===== config.mk =====
export PLATFORM = sky130hd
export DESIGN_NAME = dmem_arbiter
export DESIGN_NICKNAME = d
export VERILOG_FILES = /design/src/rtl/dmem_arbiter.sv
export SDC_FILE = /design/constraint.sdc
export NUM_CORES = 1
export LEC_CHECK = 0
export ABC_CLOCK_PERIOD_IN_PS = 4500
export CORE_MARGIN = 1.5
export CORE_UTILIZATION = 41
export DETAILED_ROUTE_END_ITERATION = 10
export PLACE_DENSITY = 0.86
export SYNTH_ARGS = -nofsm -noshare
export SYNTH_HDL_FRONTEND = slang
export SYNTH_SLANG_ARGS = --single-unit

===== constraint.sdc =====
create_clock -name clk -period 4.5 [get_ports clk]
set_clock_uncertainty 0.05 [all_clocks]
set_input_delay 0.45 -clock clk [delete_from_list [all_inputs] [get_ports clk]]
set_output_delay 0.45 -clock clk [all_outputs]
set_load 0.01 [all_outputs]

===== src/rtl/dmem_arbiter.sv =====
// Two-port arbiter/sequencer in front of the single-port data memory: latch one request,
// drive the memory strobes for one cycle, return a registered completion. Macro DMEM_ARB_RR_EN enables round-robin ties.
`timescale 1ns/1ps
module dmem_arbiter #(
  parameter int DM_ADDRESS = 9,
  parameter int DATA_W     = 32
) (
  input  logic                  clk,
  input  logic                  reset,
  input  logic                  m0_req,
  input  logic                  m0_we,
  input  logic [DM_ADDRESS-1:0] m0_addr,
  input  logic [DATA_W-1:0]     m0_wdata,
  input  logic [2:0]            m0_funct3,
  output logic                  m0_gnt,
  output logic                  m0_done,
  output logic                  m0_err,
  output logic [DATA_W-1:0]     m0_rdata,
  input  logic                  m1_req,
  input  logic                  m1_we,
  input  logic [DM_ADDRESS-1:0] m1_addr,
  input  logic [DATA_W-1:0]     m1_wdata,
  input  logic [2:0]            m1_funct3,
  output logic                  m1_gnt,
  output logic                  m1_done,
  output logic                  m1_err,
  output logic [DATA_W-1:0]     m1_rdata,
  output logic                  MemRead,
  output logic                  MemWrite,
  output logic [DM_ADDRESS-1:0] a,
  output logic [DATA_W-1:0]     wd,
  output logic [2:0]            Funct3,
  input  logic [DATA_W-1:0]     rd
);

  typedef enum logic [1:0] {
    IDLE   = 2'b00,
    ACCESS = 2'b01,
    RESP   = 2'b10
  } state_t;

  function automatic logic is_aligned(input logic [2:0] f3, input logic [1:0] lsb);
    logic ok;
    case (f3[1:0])
      2'b10:   ok = (lsb == 2'b00);
      2'b01:   ok = (lsb[0] == 1'b0);
      default: ok = 1'b1;
    endcase
    return ok;
  endfunction

  state_t                state_q, state_d;
  logic                  we_q, we_d;
  logic [DM_ADDRESS-1:0] addr_q, addr_d;
  logic [DATA_W-1:0]     wdata_q, wdata_d;
  logic [2:0]            funct3_q, funct3_d;
  logic                  owner_q, owner_d;
  logic                  err_q, err_d;
  logic [DATA_W-1:0]     rdata_q, rdata_d;
`ifdef DMEM_ARB_RR_EN
  logic                  favour_m1_q, favour_m1_d;
`endif

  logic                  sel_m1_s;
  logic                  sel_we_s;
  logic [DM_ADDRESS-1:0] sel_addr_s;
  logic [DATA_W-1:0]     sel_wdata_s;
  logic [2:0]            sel_funct3_s;
  logic                  gnt0_s, gnt1_s;
  logic                  access_s, resp_s;

  // Winner selection and mux of the winning request fields
  always_comb begin
`ifdef DMEM_ARB_RR_EN
    sel_m1_s = m1_req & (~m0_req | favour_m1_q);
`else
    sel_m1_s = m1_req & ~m0_req;
`endif
    if (sel_m1_s) begin
      sel_we_s     = m1_we;
      sel_addr_s   = m1_addr;
      sel_wdata_s  = m1_wdata;
      sel_funct3_s = m1_funct3;
    end else begin
      sel_we_s     = m0_we;
      sel_addr_s   = m0_addr;
      sel_wdata_s  = m0_wdata;
      sel_funct3_s = m0_funct3;
    end
  end

  // Next-state logic; grants are suppressed while reset is applied
  always_comb begin
    state_d  = state_q;
    we_d     = we_q;
    addr_d   = addr_q;
    wdata_d  = wdata_q;
    funct3_d = funct3_q;
    owner_d  = owner_q;
    err_d    = err_q;
    rdata_d  = rdata_q;
    gnt0_s   = 1'b0;
    gnt1_s   = 1'b0;
`ifdef DMEM_ARB_RR_EN
    favour_m1_d = favour_m1_q;
`endif
    case (state_q)
      IDLE: begin
        if ((m0_req || m1_req) && !reset) begin
          gnt0_s   = ~sel_m1_s;
          gnt1_s   = sel_m1_s;
          we_d     = sel_we_s;
          addr_d   = sel_addr_s;
          wdata_d  = sel_wdata_s;
          funct3_d = sel_funct3_s;
          owner_d  = sel_m1_s;
          err_d    = ~is_aligned(sel_funct3_s, sel_addr_s[1:0]);
          rdata_d  = '0;
          // Misaligned requests still spend the ACCESS slot (strobes masked) to keep latency uniform
          state_d  = ACCESS;
`ifdef DMEM_ARB_RR_EN
          favour_m1_d = ~sel_m1_s;
`endif
        end else begin
          state_d = IDLE;
        end
      end
      ACCESS: begin
        rdata_d = (we_q || err_q) ? '0 : rd;
        state_d = RESP;
      end
      RESP: begin
        state_d = IDLE;
      end
      default: begin
        state_d = IDLE;
      end
    endcase
  end

  // State and transaction registers
  always_ff @(posedge clk) begin
    if (reset) begin
      state_q  <= IDLE;
      we_q     <= 1'b0;
      addr_q   <= '0;
      wdata_q  <= '0;
      funct3_q <= 3'b000;
      owner_q  <= 1'b0;
      err_q    <= 1'b0;
      rdata_q  <= '0;
`ifdef DMEM_ARB_RR_EN
      favour_m1_q <= 1'b0;
`endif
    end else begin
      state_q  <= state_d;
      we_q     <= we_d;
      addr_q   <= addr_d;
      wdata_q  <= wdata_d;
      funct3_q <= funct3_d;
      owner_q  <= owner_d;
      err_q    <= err_d;
      rdata_q  <= rdata_d;
`ifdef DMEM_ARB_RR_EN
      favour_m1_q <= favour_m1_d;
`endif
    end
  end

  assign access_s = (state_q == ACCESS) && !err_q;
  assign resp_s   = (state_q == RESP);

  assign MemRead  = access_s & ~we_q;
  assign MemWrite = access_s & we_q;
  assign a        = access_s ? addr_q   : '0;
  assign wd       = access_s ? wdata_q  : '0;
  assign Funct3   = access_s ? funct3_q : 3'b000;

  assign m0_gnt   = gnt0_s;
  assign m1_gnt   = gnt1_s;
  assign m0_done  = resp_s & ~owner_q;
  assign m1_done  = resp_s & owner_q;
  assign m0_err   = resp_s & ~owner_q & err_q;
  assign m1_err   = resp_s & owner_q & err_q;
  assign m0_rdata = (resp_s && !owner_q) ? rdata_q : '0;
  assign m1_rdata = (resp_s && owner_q)  ? rdata_q : '0;

endmodule

; Word-level counts from Yosys, hierarchy flattened
; Index checks and enable logic that the tools add are counted.
[totals]
inputBits = 126
output_inout_bits = 116
regBits = 81
[op_classes]
bitwise = 13
n_mux = 21
reduce_logical = 14
eq_ne = 5
[op_table]
columns = cell, n
row1 = 32-bit two-way mux, 6
row2 = 32-bit case mux with 2 select lines, 1
row3 = 9-bit two-way mux, 2
row4 = 1-bit two-way mux, 8
row5 = 1-bit AND, 7
row6 = 3-bit two-way mux, 2
row7 = 1-bit inverter, 6
row8 = "2-bit by 1-bit equality test with 1-bit output, second input constant", 2
row9 = "2-bit equality test, second input constant", 2
row10 = 1-bit logical AND, 4
row11 = 2-bit zero test, 2
row12 = 2-bit case mux with 2 select lines, 1
row13 = 2-bit AND reduction, 2
row14 = 1-bit zero test, 3
row15 = 1-bit logical OR, 2
row16 = "2-bit != test, second input constant", 1
row17 = 1-bit case mux with 2 select lines, 1
row18 = 2-bit nonzero test, 1

; Logic depth before layout (Yosys ltp)
[logic_depth]
depth_word = 8
depth_mapped = 8

; Worst setup path after synthesis
; Ideal clock, no wire load.
[synth_path]
path_kind = input -> output
start = in reset
end = out m0_gnt
arrival_time_ps = 1575
stages = 7
path_buffers = 3
slack_ps = 2425
path_cell_list = buf_2 -> o21bai_1 -> or3_4 -> inv_2 -> buf_6 -> buf_6 -> and2_1
[synth_via]
elab_chain_len = 4
[synth_lines]
columns = item, line_no
row1 = from (decl), 9  ; input logic reset,
row2 = 1-bit zero test, 109  ; if ((m0_req || m1_req) && !reset) begin
row3 = 1-bit logical AND, 109
row4 = 1-bit two-way mux, 109
row5 = 1-bit two-way mux, 107  ; case (state_q)
row6 = to (decl), 15  ; output logic m0_gnt,
; No other way between the ends.

; Worst setup path in the final report
[layout_path]
start = reg err_q
end = out MemRead
[layout_via]
elab_chain_len = 3
[layout_lines]
columns = item, line_no
row1 = from (decl), 58  ; logic err_q, err_d;
row2 = from (signal assigned), 162  ; err_q <= err_d;
row3 = 1-bit zero test, 170  ; assign access_s = (state_q == ACCESS) && !err_q;
row4 = 1-bit logical AND, 170
row5 = 1-bit AND, 173  ; assign MemRead = access_s & ~we_q;
row6 = to (decl), 28  ; output logic MemRead,
; No other way between the ends.

==> impl_metrics.ini <==
[final_layout]
antenna_cells = 0
area_delta_synth_final_pct = 63.36
filler_cell_count = 806
design.final.nets = 801
drive_gt1_frac = 0.07227
utilization = 0.6901

[placement]
place_ws_ns = 1.626
place.port_buffers = 241
post-dp-hpwl_mm = 9.019
routabilityCongestion = 0.7380

[logic_synthesis]
dominant_combinational_cell_family_by_area_after_synthesis = simple AND/OR/NAND/NOR gates
synth-xor-area-share = 0
synthAdderAreaFrac = 0.006061
post_synth_and_or_nand_nor_area_fraction = 0.2570
synth_compound_gate_area_share = 0.1764
synth_nets = 587
synthMuxAreaShare = 0.1091
synth_top_area_share = 0.3927
post_syn_area_per_cell_um2 = 8.996
yosys_register_bits = 81
synthFlopType = sky130_fd_sc_hd__dfxtp_1
synth_top_cells_by_count = sky130_fd_sc_hd__and2_1, sky130_fd_sc_hd__dfxtp_1, sky130_fd_sc_hd__nor2_1
share_of_the_yosys_chip_area_belonging_to_registers = 0.3927
synth_area_leader_cell = sky130_fd_sc_hd__dfxtp_1
number_of_flops_mapped_to_enable_cells_by_yosys = 0
ys_warn_count = 0
postSynthCellCount = 459
synth.lib_cells_used.distinct = 27
cell_with_the_most_instances_after_synthesis = sky130_fd_sc_hd__and2_1
syn-cell-area_um2 = 4129
share_of_flip_flops_with_an_asynchronous_set_or_reset = 0
yosys-top-cells-area = sky130_fd_sc_hd__dfxtp_1, sky130_fd_sc_hd__and2_1, sky130_fd_sc_hd__mux2i_1, sky130_fd_sc_hd__nor2_1, sky130_fd_sc_hd__a211oi_2

[setup_path]
longest_individual_stage_delay_on_the_worst_path_ns = 0.61
critical_path.startpoint = err_q
crit_path_cell_trace = nor3b_4, nor2b_2, buf_4, clkdlybuf4s50_1
path_buf_inv = 2
cpMaxStageDelayCell = sky130_fd_sc_hd__clkdlybuf4s50_1
start_kind = flop
critical_path.max_fanout = 33
timing.critical_path.arrival_ns = 2.47
setup.worst_path.class = reg -> out
critPathRequiredTime_ns = 4.00
critPathCaptureType = output port
cp_top_family = buffers and inverters
regToRegStartpoint = state_q[1]

[floorplan]
dieWidth_um = 103.4
core_region_area_um2 = 9774
io-pin-count = 242
fp.dieH_um = 103.4
row_count = 36
initial_utilization = 0.4224
die_area_um2 = 10680

[timing]
worst_pin_slew_ns = 1.054
final_max_slew_viol_count = 0
maxSlewHeadroom = 0.2974
tns_ns = 0
clock.fmax_mhz = 336.4
unrepaired_setup_endpoints_after_global_routing = false
timing.final.hold_violations = 0
timing.final.crit_period_ns = 2.973
setup_viol = 0
timing.final.crit_share = 0.6606
postLayoutSetupSlackWorst_ns = 1.527

[clock_network]
cts_tree = done
cts.clk_slew.worst_paths_ns = 0.08
numClockSinks = 81
post-cts-setup-buffers = 0
htreeDepth = 3
clockBufferDepth = 2
holdBufCountCts = 0
cts-resized-gates = 0
worst_skew_pair.late_latency_ns = 0.34
cts-root-buf = sky130_fd_sc_hd__clkbuf_8
numCtsBuffers = 9

[route]
detail_route.wirelength_mm = 12.04
vias = 3987
avgRoutedWirePerCell_um = 14.85
dr.pass1.iters = 4
detail_route.iter0.violations = 142
detail_route.drc_violations = 0
avgViaCountPerCell = 4.916
final_antenna_net_count = 0

[power_and_ir_drop]
cell_int_power_uw = 1297
power.share.sequential = 0.457
peakVddDrop_mv = 0.1446
share_comb_of_total_power = 0.222
powerDensity_nw_per_um2 = 260.1
switching_portion_of_total_power = 0.2608
sw_pwr_uw = 457.6
p_leak_uw = 0.002683
power_frac_clock = 0.321

[min_path]
worst_hold_startpoint = funct3_q[1]
worstHoldPathType = reg -> reg

[global_route]
grt.total_usage = 0.2202
first_pass_grt_wire_length_mm = 18.47
grt_start_max_net_pins = 93
first_global_vias = 3962
grt-ovfl-total = 0
antenna_violations_before_repair = 0

[run_status]
outcome = completed

[job]
maxCapViolations = 0
## worst min-delay path: cells and delay by family, from the launching register on
kind               cells  cell delay [ns]
AOI/OAI and AO/OA      1             0.05
DFF                    1             0.31
and+or+nand+nor        1             0.09
## through the flow
| step | total power (uW) | instances | hold slack, ns | area [um2] |
|---|---|---|---|---|
| floorplan | 1026 | 459 | 0.4209 | 4129 |
| global placement | 1196 | 795 | 0.4343 | 6535 |
| detailed placement | 1210 | 795 | 0.4377 | 6535 |
| CTS | 1771 | 811 | 0.4495 | 6745 |
| global route | 1841 | 811 | 0.4707 | 6745 |
| finish | 1755 | 811 | 0.4454 | 6745 |
## power groups by stage
stage | registers (uW) | logic (uW) | clock network (uW)
2_1_floorplan | 808 | 218 | 0
3_3_place_gp | 816 | 380 | 0
3_5_place_dp | 819 | 391 | 0
4_1_cts | 802 | 393 | 576
5_1_grt | 810 | 426 | 605
6_report | 802 | 389 | 563
## flip-flops by register name (all words and copies together), names as in the netlist
signal and count:
err_q 1, funct3_q 3, owner_q 1, addr_q 9, wdata_q 32, we_q 1, rdata_q 32, state_q 2
## layout make-up
class | count | area (um2) | share of cell area
clock buffer | 10 | 127.6 | 0.01892
clock inverter | 6 | 82.58 | 0.01224
inverter | 6 | 23.77 | 0.003524
multi-input combinational | 329 | 2276 | 0.3374
sequential | 81 | 1622 | 0.2404
tap | 133 | 166.4 | 0.02467
timing repair buffer | 246 | 2447 | 0.3628
## path summary, 6_finish.rpt
path / end / slack [ns] / depth (start not counted)
min: funct3_q[1] / 0.45 / 2
max: MemRead / 1.53 / 4
min reg2reg: funct3_q[1] / 0.45 / 2
max reg2reg: wdata_q[15] / 2.36 / 5
## layout by cell type, fill, tap and decap left out, drive strengths merged, types with 2 or more instances in the layout
cell type	n
nor2	80
and2	112
mux2i	45
a211oi	45
clkbuf	10
bufinv	2
inv	5
dfxtp	81
ha	2
and3	2
a22oi	32
buf	6
clkinv	4
clkdlybuf4s50	240
## routing by layer
metal	track usage	vias to the layer above	share of wire
met5	0	-	0
met4	0.08628	0	0.025
met3	0.05376	24	0.067
met2	0.3922	141	0.51
met1	0.2535	1838	0.40
li1	-	1984	-
## kinds of logic after synthesis
kind of cell	Yosys count
multiplexers	45
flip-flops	81
adder cells (fa/ha/maj)	2
AND/OR/NAND/NOR	200
buffers and inverters	49
AO/OA/AOI/OAI	82
(Power assumes the default switching activity.)
